<file path="config.mk">
export PLATFORM = sky130hd
export DESIGN_NAME = watch_keyset_ctrl
export DESIGN_NICKNAME = d
export VERILOG_FILES = /design/src/rtl/watch_keyset_ctrl.sv
export SDC_FILE = /design/constraint.sdc
export NUM_CORES = 1
export LEC_CHECK = 0
export CORE_MARGIN = 4
export CORE_UTILIZATION = 56
export CTS_CLUSTER_SIZE = 14
export DETAILED_ROUTE_END_ITERATION = 7
export PLACE_DENSITY_LB_ADDON = 0.25
export SLEW_MARGIN = 20
export SYNTH_ARGS = -nofsm -noshare
export SYNTH_HDL_FRONTEND = slang
export SYNTH_SLANG_ARGS = --single-unit
</file>
<file path="constraint.sdc">
create_clock -name clk -period 5.12 [get_ports clk]
set_input_delay 0.512 -clock clk [delete_from_list [all_inputs] [get_ports clk]]
set_output_delay 0.512 -clock clk [all_outputs]
set_load 0.02 [all_outputs]
</file>
<file path="src/rtl/watch_keyset_ctrl.sv">
// HH:MM:SS watch with validated keypad entry, blinking cursor, 12h/24h display
// and 1 Hz tick, multiplexed onto an 8-position common-cathode 7-segment bank.
module watch_keyset_ctrl #(
  parameter int CLK_HZ     = 1000,
  parameter int SCAN_DIV   = 1,
  parameter int BLINK_HALF = 250
) (
  input  logic       clk,
  input  logic       rst,
  input  logic       set_time,
  input  logic       key_valid,
  input  logic [3:0] keypad,
  input  logic       mode_12h,
  output logic [7:0] seg_data,
  output logic [7:0] seg_com,
  output logic       pm,
  output logic       sec_tick,
  output logic       entry_busy
);

  localparam int PW = (CLK_HZ > 1) ? $clog2(CLK_HZ) : 1;
  localparam int BW = (BLINK_HALF > 1) ? $clog2(BLINK_HALF) : 1;
  localparam int DW = (SCAN_DIV > 1) ? $clog2(SCAN_DIV) : 1;
  localparam logic [PW-1:0] PRESC_MAX = PW'(CLK_HZ - 1);
  localparam logic [BW-1:0] BLINK_MAX = BW'(BLINK_HALF - 1);
  localparam logic [DW-1:0] SCAN_MAX  = DW'(SCAN_DIV - 1);

  typedef enum logic [1:0] {
    ST_RUN   = 2'd0,
    ST_ENTRY = 2'd1,
    ST_DONE  = 2'd2
  } state_t;

  // Digit 0 = H10, 1 = H1, 2 = M10, 3 = M1, 4 = S10, 5 = S1.
  typedef logic [5:0][3:0] digits_t;

  function automatic logic [7:0] seg_decode(input logic [3:0] d);
    logic [7:0] s;
    case (d)
      4'd0:    s = 8'h3F;
      4'd1:    s = 8'h06;
      4'd2:    s = 8'h5B;
      4'd3:    s = 8'h4F;
      4'd4:    s = 8'h66;
      4'd5:    s = 8'h6D;
      4'd6:    s = 8'h7D;
      4'd7:    s = 8'h07;
      4'd8:    s = 8'h7F;
      4'd9:    s = 8'h6F;
      default: s = 8'h00;
    endcase
    return s;
  endfunction

  function automatic digits_t inc_time(input digits_t t);
    digits_t r;
    r = t;
    if (r[5] != 4'd9) begin
      r[5] = r[5] + 4'd1;
    end else begin
      r[5] = 4'd0;
      if (r[4] != 4'd5) begin
        r[4] = r[4] + 4'd1;
      end else begin
        r[4] = 4'd0;
        if (r[3] != 4'd9) begin
          r[3] = r[3] + 4'd1;
        end else begin
          r[3] = 4'd0;
          if (r[2] != 4'd5) begin
            r[2] = r[2] + 4'd1;
          end else begin
            r[2] = 4'd0;
            if (r[0] == 4'd2 && r[1] == 4'd3) begin
              r[0] = 4'd0;
              r[1] = 4'd0;
            end else if (r[1] == 4'd9) begin
              r[1] = 4'd0;
              r[0] = r[0] + 4'd1;
            end else begin
              r[1] = r[1] + 4'd1;
            end
          end
        end
      end
    end
    return r;
  endfunction

  // 24h BCD hour -> 12h BCD hour {tens, ones}; midnight and noon both show 12.
  function automatic logic [7:0] hour_12h(input logic [3:0] h10, input logic [3:0] h1);
    logic [4:0] hb;
    logic [4:0] dh;
    logic [7:0] res;
    hb = ({1'b0, h10} * 5'd10) + {1'b0, h1};
    if (hb == 5'd0) begin
      dh = 5'd12;
    end else if (hb > 5'd12) begin
      dh = hb - 5'd12;
    end else begin
      dh = hb;
    end
    if (dh >= 5'd10) begin
      res = {4'd1, dh[3:0] - 4'd10};
    end else begin
      res = {4'd0, dh[3:0]};
    end
    return res;
  endfunction

  function automatic logic hour_is_pm(input logic [3:0] h10, input logic [3:0] h1);
    return (h10 >= 4'd2) || ((h10 == 4'd1) && (h1 >= 4'd2));
  endfunction

  function automatic logic [3:0] digit_limit(input logic [2:0] pos, input logic [3:0] first);
    logic [3:0] lim;
    case (pos)
      3'd0:    lim = 4'd2;
      3'd1:    lim = (first == 4'd2) ? 4'd3 : 4'd9;
      3'd2:    lim = 4'd5;
      3'd3:    lim = 4'd9;
      3'd4:    lim = 4'd5;
      3'd5:    lim = 4'd9;
      default: lim = 4'd0;
    endcase
    return lim;
  endfunction

  state_t          state_r, state_nx;
  logic [PW-1:0]   presc_r, presc_nx;
  digits_t         time_r, time_nx;
  digits_t         buf_r, buf_nx;
  digits_t         loaded_s;
  logic [2:0]      cursor_r, cursor_nx;
  logic [BW-1:0]   blink_cnt_r, blink_cnt_nx;
  logic            blink_on_r, blink_on_nx;
  logic            tick_nx;
  logic            digit_ok_s;
  logic            pm_nx;
  logic [DW-1:0]   scan_div_r;
  logic [2:0]      scan_idx_r;
  digits_t         src_s;
  logic [7:0]      hr12_s;
  logic [7:0]      seg_nx;
  logic [7:0]      com_nx;

  // Next-state, timekeeping, entry buffer and blink control.
  always_comb begin
    state_nx     = state_r;
    presc_nx     = presc_r;
    time_nx      = time_r;
    buf_nx       = buf_r;
    cursor_nx    = cursor_r;
    blink_cnt_nx = {BW{1'b0}};
    blink_on_nx  = 1'b1;
    tick_nx      = 1'b0;
    loaded_s     = buf_r;
    digit_ok_s   = (cursor_r < 3'd6) && (keypad <= digit_limit(cursor_r, buf_r[0]));
    case (state_r)
      ST_RUN: begin
        if (set_time) begin
          // Entering entry mode takes priority over a coincident second wrap.
          state_nx  = ST_ENTRY;
          presc_nx  = {PW{1'b0}};
          buf_nx    = '0;
          cursor_nx = 3'd0;
        end else if (presc_r == PRESC_MAX) begin
          presc_nx = {PW{1'b0}};
          tick_nx  = 1'b1;
          time_nx  = inc_time(time_r);
        end else begin
          presc_nx = presc_r + PW'(1);
        end
      end
      ST_ENTRY: begin
        presc_nx = {PW{1'b0}};
        if (blink_cnt_r == BLINK_MAX) begin
          blink_cnt_nx = {BW{1'b0}};
          blink_on_nx  = ~blink_on_r;
        end else begin
          blink_cnt_nx = blink_cnt_r + BW'(1);
          blink_on_nx  = blink_on_r;
        end
        if (!set_time) begin
          state_nx = ST_RUN;
        end else if (key_valid && keypad == 4'hC) begin
          buf_nx    = '0;
          cursor_nx = 3'd0;
        end else if (key_valid && digit_ok_s) begin
          loaded_s[cursor_r] = keypad;
          buf_nx             = loaded_s;
          if (cursor_r == 3'd5) begin
            time_nx   = loaded_s;
            state_nx  = ST_DONE;
            cursor_nx = 3'd6;
          end else begin
            cursor_nx = cursor_r + 3'd1;
          end
        end else begin
          buf_nx = buf_r;
        end
      end
      ST_DONE: begin
        presc_nx = {PW{1'b0}};
        if (!set_time) begin
          state_nx = ST_RUN;
        end else begin
          state_nx = ST_DONE;
        end
      end
      default: begin
        state_nx = ST_RUN;
        presc_nx = {PW{1'b0}};
      end
    endcase
    // Once the hour is fully keyed in, pm follows the entry buffer.
    if (state_nx == ST_ENTRY && cursor_nx >= 3'd2) begin
      pm_nx = hour_is_pm(buf_nx[0], buf_nx[1]);
    end else begin
      pm_nx = hour_is_pm(time_nx[0], time_nx[1]);
    end
  end

  // Core state registers and status outputs.
  always_ff @(posedge clk or negedge rst) begin
    if (!rst) begin
      state_r     <= ST_RUN;
      presc_r     <= {PW{1'b0}};
      time_r      <= '0;
      buf_r       <= '0;
      cursor_r    <= 3'd0;
      blink_cnt_r <= {BW{1'b0}};
      blink_on_r  <= 1'b1;
      pm          <= 1'b0;
      sec_tick    <= 1'b0;
      entry_busy  <= 1'b0;
    end else begin
      state_r     <= state_nx;
      presc_r     <= presc_nx;
      time_r      <= time_nx;
      buf_r       <= buf_nx;
      cursor_r    <= cursor_nx;
      blink_cnt_r <= blink_cnt_nx;
      blink_on_r  <= blink_on_nx;
      pm          <= pm_nx;
      sec_tick    <= tick_nx;
      entry_busy  <= (state_nx == ST_ENTRY);
    end
  end

  // Display source selection; 12h conversion applies to complete times only.
  always_comb begin
    com_nx = ~(8'h80 >> scan_idx_r);
    seg_nx = 8'h00;
    src_s  = (state_r == ST_DONE) ? buf_r : time_r;
    hr12_s = hour_12h(src_s[0], src_s[1]);
    src_s[0] = mode_12h ? hr12_s[7:4] : src_s[0];
    src_s[1] = mode_12h ? hr12_s[3:0] : src_s[1];
    if (state_r == ST_ENTRY) begin
      if (scan_idx_r < cursor_r) begin
        seg_nx = seg_decode(buf_r[scan_idx_r]);
      end else if (scan_idx_r == cursor_r) begin
        seg_nx = blink_on_r ? 8'h08 : 8'h00;
      end else begin
        seg_nx = 8'h00;
      end
    end else if (scan_idx_r < 3'd6) begin
      seg_nx = seg_decode(src_s[scan_idx_r]);
    end else begin
      seg_nx = 8'h00;
    end
  end

  // Scan position counter and registered segment/common drive.
  always_ff @(posedge clk or negedge rst) begin
    if (!rst) begin
      scan_div_r <= {DW{1'b0}};
      scan_idx_r <= 3'd0;
      seg_com    <= 8'hFF;
      seg_data   <= 8'h00;
    end else begin
      if (scan_div_r == SCAN_MAX) begin
        scan_div_r <= {DW{1'b0}};
        scan_idx_r <= scan_idx_r + 3'd1;
      end else begin
        scan_div_r <= scan_div_r + DW'(1);
        scan_idx_r <= scan_idx_r;
      end
      seg_com  <= com_nx;
      seg_data <= seg_nx;
    end
  end

endmodule

</file>
**Yosys cells after proc, flatten, opt, wreduce, memory -nomap -nowiden**

Memory sizes are Yosys's and may differ from the RTL's.
Index checks and enable logic that the tools add are counted.

- Register bits after elaboration: 95
- Bits in latches: 0
- Bits in writable memories: 0
- Memory bits (read-only): 224
- Bits of input ports: 9
- Output and inout port bits: 19
- Word-level logic and storage cells: 181
- Memories kept: 2

- Add/sub/neg operators: 14
- Multipliers: 1
- Div/mod/pow operators: 0
- $lt $le $gt $ge: 14
- Equality and inequality tests: 34
- Shifts and indexed selects: 1
- Mux-type cells: 68
- Bitwise logic cells: 2
- Reduce and logical (&&, ||, !) cells: 21

Memories:

| memory | words | width | rd ports | clocked after Yosys merged registers in | write ports | line | text |
|---|---|---|---|---|---|---|---|
| (no name shown) | 16 | 7 | 1 | 0 | 0 | 39 | `case (d)` |
| (no name shown) | 16 | 7 | 1 | 0 | 0 | 39 |  |

Operators with widths:

| cell | count |
|---|---|
| $mux 24 | 11 |
| $pmux 24 s2 | 2 |
| $mux 4 | 14 |
| $mux 8 | 7 |
| $mux 10 | 3 |
| $add 4x1->4 const B | 6 |
| $bmux 4 s3 | 2 |
| $bwmux 24 | 1 |
| $ne 2x2->1 const B | 11 |
| $mux 20 | 1 |
| $ge 4x2->1 const B | 4 |
| $mux 16 | 1 |
| $pmux 4 s4 | 1 |
| $mux 3 | 5 |
| $mux 5 | 3 |
| $demux 4 s3 | 1 |
| $eq 4x2->1 const B | 3 |
| $mux 12 | 1 |
| $mux 2 | 6 |
| $add 10x1->10 const B | 1 |
| $eq 10x10->1 const B | 1 |
| $reduce_and 10->1 | 1 |
| $reduce_and 9->1 | 1 |
| $add 8x1->8 const B | 1 |
| other kinds (42) | 67 |

**Longest topological paths before layout**

Gate-level depths: netlist of run 1.
An unclocked memory read counts as a cell.

- Depth after elaboration: 15
- Gate-level depth with buffers: 24
- Depth with buffers taken out: 22

**Least setup slack after synthesis of run 1**

Ideal clock, no wire load.

- Kind: reg2reg
- Start: reg state_r[0]
- End: reg seg_data[0]
- Setup time: 0.131 ns
- Arrival: 5.242 ns
- Data required time: 4.989 ns
- Slack: -0.254 ns
- Stages on the path, launching flop included: 23
- Buffers on the path: 2
- Clock period less this slack: 5.374 ns
- Path through: dfrtp_1 nand2b_1 buf_6 clkbuf_1 mux2_2 ha_1 fa_1 xor2_1 ha_1 nor2_1 o311ai_1 o211ai_1 ha_1 o21a_1 a31oi_1 mux2i_1 o31ai_1 xnor2_1 a21oi_1 ha_1 nor4_1 o211a_1 or3_1

- Longest elaborated chain between the ends: 15
- Elaborated cells between the ends (all ways): 20
- Classes of those cells: add/sub (3); mul (1); order compare (2); eq/ne (2); mux (10); reduce/logical (1); memory (1)

Ends and longest elaborated chain:

| what | line | text |
|---|---|---|
| from (decl) | 129 | `state_t state_r, state_nx;` |
| from (signal assigned) | 238 | `state_r <= state_nx;` |
| $eq 2x2->1 | 255 | `src_s = (state_r == ST_DONE) ? buf_r : time_r;` |
| $mux 24 | 255 |  |
| $mul 4x3->4 | 95 | `hb = ({1'b0, h10} * 5'd10) + {1'b0, h1};` |
| $add 5x4->5 | 95 |  |
| $sub 5x4->5 / $gt 5x4->1 (equally long branches) | 99, 98 |  |
| $mux 5 | 98 | `end else if (hb > 5'd12) begin` |
| $mux 5 | 96 | `if (hb == 5'd0) begin` |
| $sub 4x4->4 / $ge 5x4->1 (equally long branches) | 104, 103 |  |
| $mux 5 | 103 | `if (dh >= 5'd10) begin` |
| $mux 4, on equally long branches | 258, 257 |  |
| $bmux 4 s3 | 268 | `seg_nx = seg_decode(src_s[scan_idx_r]);` |
| $mux 4 (not written as such) | 268 |  |
| $mem_v2 16x7 | - |  |
| $mux 8 | 267 | `end else if (scan_idx_r < 3'd6) begin` |
| $mux 8 (*) | 259 | `if (state_r == ST_ENTRY) begin` |
| net seg_nx[0] | 144 | `logic [7:0] seg_nx;` |
| to (signal assigned) | 290 | `seg_data <= seg_nx;` |
| to (decl) | 14 | `output logic [7:0] seg_data,` |

The timed path passes the listed nets; every way through them passes the cells marked *. The select of a mux whose other input is x is not followed.
A chain may end at the register's enable or synchronous reset.

**Worst setup path after layout of run 1**

Same ends and word-level chain as after synthesis.

==> results.ini, run 1 <==
[power_and_ir_drop]
power_density_nw_per_um2=255
power.leakage_nw=3.33
power.total_w=0.00189
peakVddDrop_mv=0.197

[sta]
hold_ws_ps=61.6
slew_violations=0
fin_crit_ps=4950
fin_worst_skew_ps=12.6
clock.fmax_mhz=202
hold_viol=0
worst-slew-pin-transition_ps=948
finalCritPeriodShare=0.966
setup_ws_ps=175
slew_headroom=0.363
setup_viol=0

[synthesis]
synth_top_family_by_area=simple AND/OR/NAND/NOR gates
synthSimpleGateAreaFrac=0.195
synth_edf_count=0
async_flop_share=1.00
synth_top_area_frac=0.324
synthMuxAreaShare=0.117
syn_area_um2=6480
synth_adder_area_share=0.0919
synth_seq_area_share=0.361
synth.distinct_cells=67
ys_seq_elements=93
synth_compound_area_frac=0.161
synth_xor_xnor_area_share=0.0334
synth.net_count=758
synth_top_flop_cell=dfrtp_1
syn_inst=702
syn-mean-instance-area_um2=9.23
ys_top_cells_by_area=dfrtp_1 (32%), ha_1 (8.9%), nand2_1 (5.0%)
synth_top_area_cell=dfrtp_1
yosysMostFrequentCell=nand2_1
synthTopCellsByCount=nand2_1 (87), dfrtp_1 (84), nor2_1 (60)
yosys_warnings=0

[route]
drt-vias-per-instance=6.30
drt-initial-drc-count=451
route.detailed.drc=0
routed_wl_um=17000
vias=5612
ant_nets=0
wl_per_cell_um=19.1
drtPass1Iterations=5

[worst_setup_path]
rr_worst_depth=22
timing.rr.start=state_r[0]$_DFF_PN0_
r2r_slack_ps=170
start_kind=register
path_max_fanout=5
cp-startpoint=state_r[0]$_DFF_PN0_
end_kind=register
required_ps=5360
crit_type=register to register
r2r-end=seg_data[0]$_DFF_PN0_
arrival_ps=5180
cp-endpoint=seg_data[0]$_DFF_PN0_

[placed_design]
io_buffers=26
dp.cells=867
place.gp.congestion=0.912
dpl.hpwl_um=12300
pre_cts_slack_ps=-205

[cells_and_area]
insertedDiodeCount=0
final_nets=799
fill_cells=898
final_layout_size_suffix_gt1_frac=0.154
area_growth_pct=14.3
stdcell_count=891

[floorplanning]
io_pins=28
die_h_um=116
die_w_um=116
die_area_um2=13400
row_count=39
start_util=0.570
coreArea_um2=11400

[global_routing]
grt_pass1_vias=5580
grt_pass1_wl_um=28200
grt_max_degree=68
grt.total_usage=0.270
grt-ovfl-total=0
antenna_found_initial=0

[run]
drv_cap=0

[clock_tree]
ctsRootBufferMaster=clkbuf_16
htree_levels=3
cts.sinks=93
hold_buffers=0
path_clk_slew_ps=60
cts-buffers-inserted=9
cts_tree=yes
insertion_delay_ps=360
cts_buffer_depth=2

[outcome]
outcome=finished clean

[worst_hold_path]
hold_path_class=input port to asynchronous set/reset pin

-- registers in the layout (all words and copies together) (netlist names) --
register and cells:
seg_data 7, pm 1, cursor_r 3, blink_on_r 1, state_r 2, time_r 24
buf_r 24, presc_r 10, sec_tick 1, seg_com 8, entry_busy 1, blink_cnt_r 8
scan_idx_r 3
-- cell type report --
type,count,area [µm²],area share
repair buffers,60,513,0.0693
multi-input cells,544,3980,0.537
inverters,35,131,0.0177
well taps,143,179,0.0242
clock inverters,5,27.5,0.00372
flip-flops and latches,93,2340,0.316
clock buffers,11,243,0.0328
-- through the flow --
step,setup TNS (ps),util,cell area [µm²]
5_1_grt,-16.2,0.651,7410
3_5_place_dp,-263,0.615,6990
2_1_floorplan,0,-,6480
4_1_cts,0,0.642,7300
6_report,0,0.651,7410
3_3_place_gp,0,0.615,6990
-- how the worst min path moves through the flow --
stage	cells past startpoint	slack (ps)	endpoint
2_1_floorplan	0	220	blink_cnt_r[0]$_DFF_PN0_
3_3_place_gp	1	440	pm$_DFF_PN0_
3_5_place_dp	1	440	time_r[6]$_DFF_PN0_
4_1_cts	1	60	time_r[6]$_DFF_PN0_
5_1_grt	1	90	time_r[0]$_DFF_PN0_
6_report	1	60	time_r[6]$_DFF_PN0_
-- what timing repair did --
action,4_1_cts,5_1_grt
gates cloned,0,0
pin swaps,1,8
gates resized for setup,3,12
endpoints found under the hold margin,0,0
endpoints found under the setup margin,2,7
buffers inserted,2,6
-- placed cells by master (no fill, tap or decap), drive strengths merged, types with 4 or more instances in the layout --
cell            n
a21o            6
a21oi          30
a221o           8
a22oi           6
a31oi           9
a32o           11
buf            35
clkbuf         11
clkdlybuf4s50  25
clkinv          5
dfrtp          84
dfstp           9
ha             46
inv            34
mux2           16
mux2i          29
mux4           12
nand2          87
nand2b          7
nand3          32
nand3b          4
nand4           7
nor2           60
nor2b          13
nor3           18
nor3b           4
nor4            7
o211ai          7
o21a            5
o21ai          42
o221ai          8
o31ai           6
or3             5
xnor2          14
xor2            9
-- critical path, stage by stage (launching register included) --
cell and delay, ps:
dfrtp_1 370, nand2b_2 230, buf_4 180, mux2i_4 220, inv_1 120, fa_2 440, xor2_4 180, inv_2 80
ha_1 160, nor2_1 70, o311ai_2 350, o211ai_1 200, ha_2 250, o21a_1 130, a31oi_1 190, mux2i_1 130
o31ai_1 310, xnor2_1 160, a21oi_2 190, ha_1 200, nor4_2 50, o211a_1 240, or3_1 360
-- kinds of logic (layout without fill, tap and decap cells) --
kind of cell	after synthesis	count (layout)
adder cells (fa/ha/maj)	47	47
multiplexers	57	57
AO/OA/AOI/OAI	154	154
buffers and inverters	65	111
AND/OR/NAND/NOR	262	262
XOR/XNOR	23	23
flip-flops	93	93
other	1	1
-- report_power, final --
group	switching (W)	leakage, nW	internal, W
registers	0.0000244	1.22	0.000764
clock network	0.000288	0.135	0.000339
logic	0.000264	1.98	0.000212
-- per-layer routing --
layer,share of wire,track usage,up-vias
met5,0,0,-
met4,0.025,0.136,0
met3,0.065,0.0470,34
met2,0.50,0.432,235
met1,0.41,0.354,2714
li1,-,-,2629
Note: power is estimated with default switching activity, not from simulation.
==> run 2, diff against run 1 <==
Settings changed: ABC_AREA set to 1, CORE_UTILIZATION 56 to 40.
==> results.ini, run 2 <==
[synthesis]
syn-mean-instance-area_um2=7.36
async_flop_share=1.00
synth.distinct_cells=48
yosysMostFrequentCell=nand2_1
yosys_warnings=0
syn_area_um2=6580
synth_top_area_cell=dfrtp_1
ys_seq_elements=93
ys_top_cells_by_area=dfrtp_1 (32%), nand2_1 (11%), ha_1 (8.7%)
synth_top_flop_cell=dfrtp_1
synthTopCellsByCount=nand2_1 (191), inv_1 (108), dfrtp_1 (84)
synth_top_area_frac=0.319
synth.net_count=950
synth_seq_area_share=0.355
synth_edf_count=0
syn_inst=894

[sta]
fin_crit_ps=4590
slew_violations=0
rsz0062_at_grt=no
finalCritPeriodShare=0.897
hold_viol=0
clock.fmax_mhz=218
fin_tns_setup_ps=0
worst-slew-pin-transition_ps=788
fin_worst_skew_ps=12.8
setup_viol=0
setup_ws_ps=527
slew_headroom=0.474

[floorplanning]
row_count=46
die_area_um2=18600
die_w_um=136
start_util=0.411
io_pins=28
die_h_um=136
coreArea_um2=16000

[cells_and_area]
layout_commonest_cell=nand2_1
final_layout_size_suffix_gt1_frac=0.0663
final_nets=971
insertedDiodeCount=0
layout_common_cells=nand2_1 (191), inv_1 (108), dfrtp_1 (84)
area_growth_pct=12.4
stdcell_count=1136
final_util=0.463
largest_registers=buf_r x24, time_r x24, presc_r x10

[worst_setup_path]
path_max_fanout=26
required_ps=5420
crit_type=register to register
start_kind=register
end_kind=register
arrival_ps=4890

[power_and_ir_drop]
peakVddDrop_mv=0.170
power.leakage_nw=3.40
power_density_nw_per_um2=337

[route]
vias=6089
routed_wl_um=17700
drtPass1Iterations=5
drt-initial-drc-count=538
ant_nets=0
route.detailed.drc=0
wl_per_cell_um=15.6
drt-vias-per-instance=5.36

[clock_tree]
path_clk_slew_ps=70
cts_setup_buffers=0
htree_levels=3
ctsRootBufferMaster=clkbuf_16
cts_buffer_depth=2
cts.sinks=93
cts-buffers-inserted=9
cts_tree=yes
insertion_delay_ps=360
hold_buffers=0

[global_routing]
grt-ovfl-total=0
antenna_found_initial=0
grt_max_degree=52
grt_pass1_vias=5692
grt_pass1_wl_um=29300
grt.total_usage=0.199

[placed_design]
dpl.hpwl_um=13100
dp.cells=1120
pre_cts_slack_ps=475
io_buffers=26
place.gp.congestion=0.917

[outcome]
outcome=finished clean

[run]
drv_cap=0

[worst_hold_path]
hold_path_class=input port to asynchronous set/reset pin

## run 2: cell types whose count changed after synthesis, moves of 22 or more
cell / delta
nand2_1: +104
nand3_1: +36
inv_1: +75
o21ai_0: +40
o211ai_1: +27
a21oi_1: +22
mux2i_1: -28
## run 2: timing repair
action,CTS,global route
endpoints found under the hold margin,0,0
endpoints found under the setup margin,0,2
gates resized for setup,0,1
## run 2: cell families after synthesis
group,Yosys count,synth area share
compound gates,214,0.197
buf+inv,141,0.0834
xor+xnor,14,0.0186
flops,93,0.355
simple gates,384,0.254
other cells,1,0.000570
fa+ha+maj,47,0.0905
## run 2: path summary, 6_finish.rpt
| path | from | to | slack, ps | cells past startpoint |
|---|---|---|---|---|
| setup / recovery | state_r[1]$_DFF_PN0_ | seg_data[3]$_DFF_PN0_ | 530 | 27 |
| hold / removal | rst | buf_r[11]$_DFFE_PN0P_ | 150 | 1 |
| setup reg to reg | state_r[1]$_DFF_PN0_ | seg_data[3]$_DFF_PN0_ | 530 | 27 |
| hold reg to reg | buf_r[8]$_DFFE_PN0P_ | buf_r[8]$_DFFE_PN0P_ | 480 | 2 |
| max in group asynchronous | rst | scan_idx_r[1]$_DFF_PN0_ | 3890 | 2 |
| min in group clk | buf_r[8]$_DFFE_PN0P_ | buf_r[8]$_DFFE_PN0P_ | 480 | 2 |
## run 2: metal layers
| metal | vias up | global-route usage | share of wire |
|---|---|---|---|
| met5 | - | 0 | 0 |
| met4 | 0 | 0.0588 | 0.014 |
| met3 | 23 | 0.0278 | 0.053 |
| met2 | 189 | 0.307 | 0.45 |
| met1 | 2827 | 0.288 | 0.49 |
| li1 | 3050 | - | - |
## run 2: metrics by stage
stage          hold WS [ps]  instance area (µm²)  total power (W)
6_report                147                 7400          0.00249
5_1_grt                 192                 7400          0.00266
4_1_cts                 165                 7400          0.00251
3_5_place_dp            467                 7070          0.00174
3_3_place_gp            465                 7070          0.00173
2_1_floorplan           216                 6580          0.00149
## run 2: final cells by class
class | count | area (µm²)
Fill cell | 1645 | 8600
Multi-Input combinational cell | 660 | 3710
Sequential cell | 93 | 2340
Inverter | 117 | 440
Timing Repair Buffer | 34 | 318
Tap cell | 216 | 270
Clock buffer | 9 | 225
Clock inverter | 7 | 104
## run 2: power breakdown
group / internal, W / leakage, nW / total (W) / switching, W
clock network: 0.000435 / 0.155 / 0.000764 / 0.000328
registers: 0.000792 / 1.21 / 0.000845 / 0.0000537
logic: 0.000308 / 2.04 / 0.000884 / 0.000576
total: 0.00154 / 3.40 / 0.00249 / 0.000958
## run 2: critical path, cell delays in order, from the launching register on
cell and delay [ps]:
dfrtp_1 590, nand2_4 240, nand2_1 110, o21a_1 150, inv_1 70, ha_1 230
fa_1 390, xnor2_1 280, inv_1 110, ha_1 220, nand2_1 70, nand2_1 70
nand3_1 90, nand2_1 60, nor2_1 140, ha_1 190, inv_1 50, nand2_2 100
nand3_2 100, o21ai_0 150, o21ai_0 140, a21oi_2 290, inv_1 120, ha_1 210
nand3b_1 170, nand3_1 110, nand2_1 50, nand2_1 60
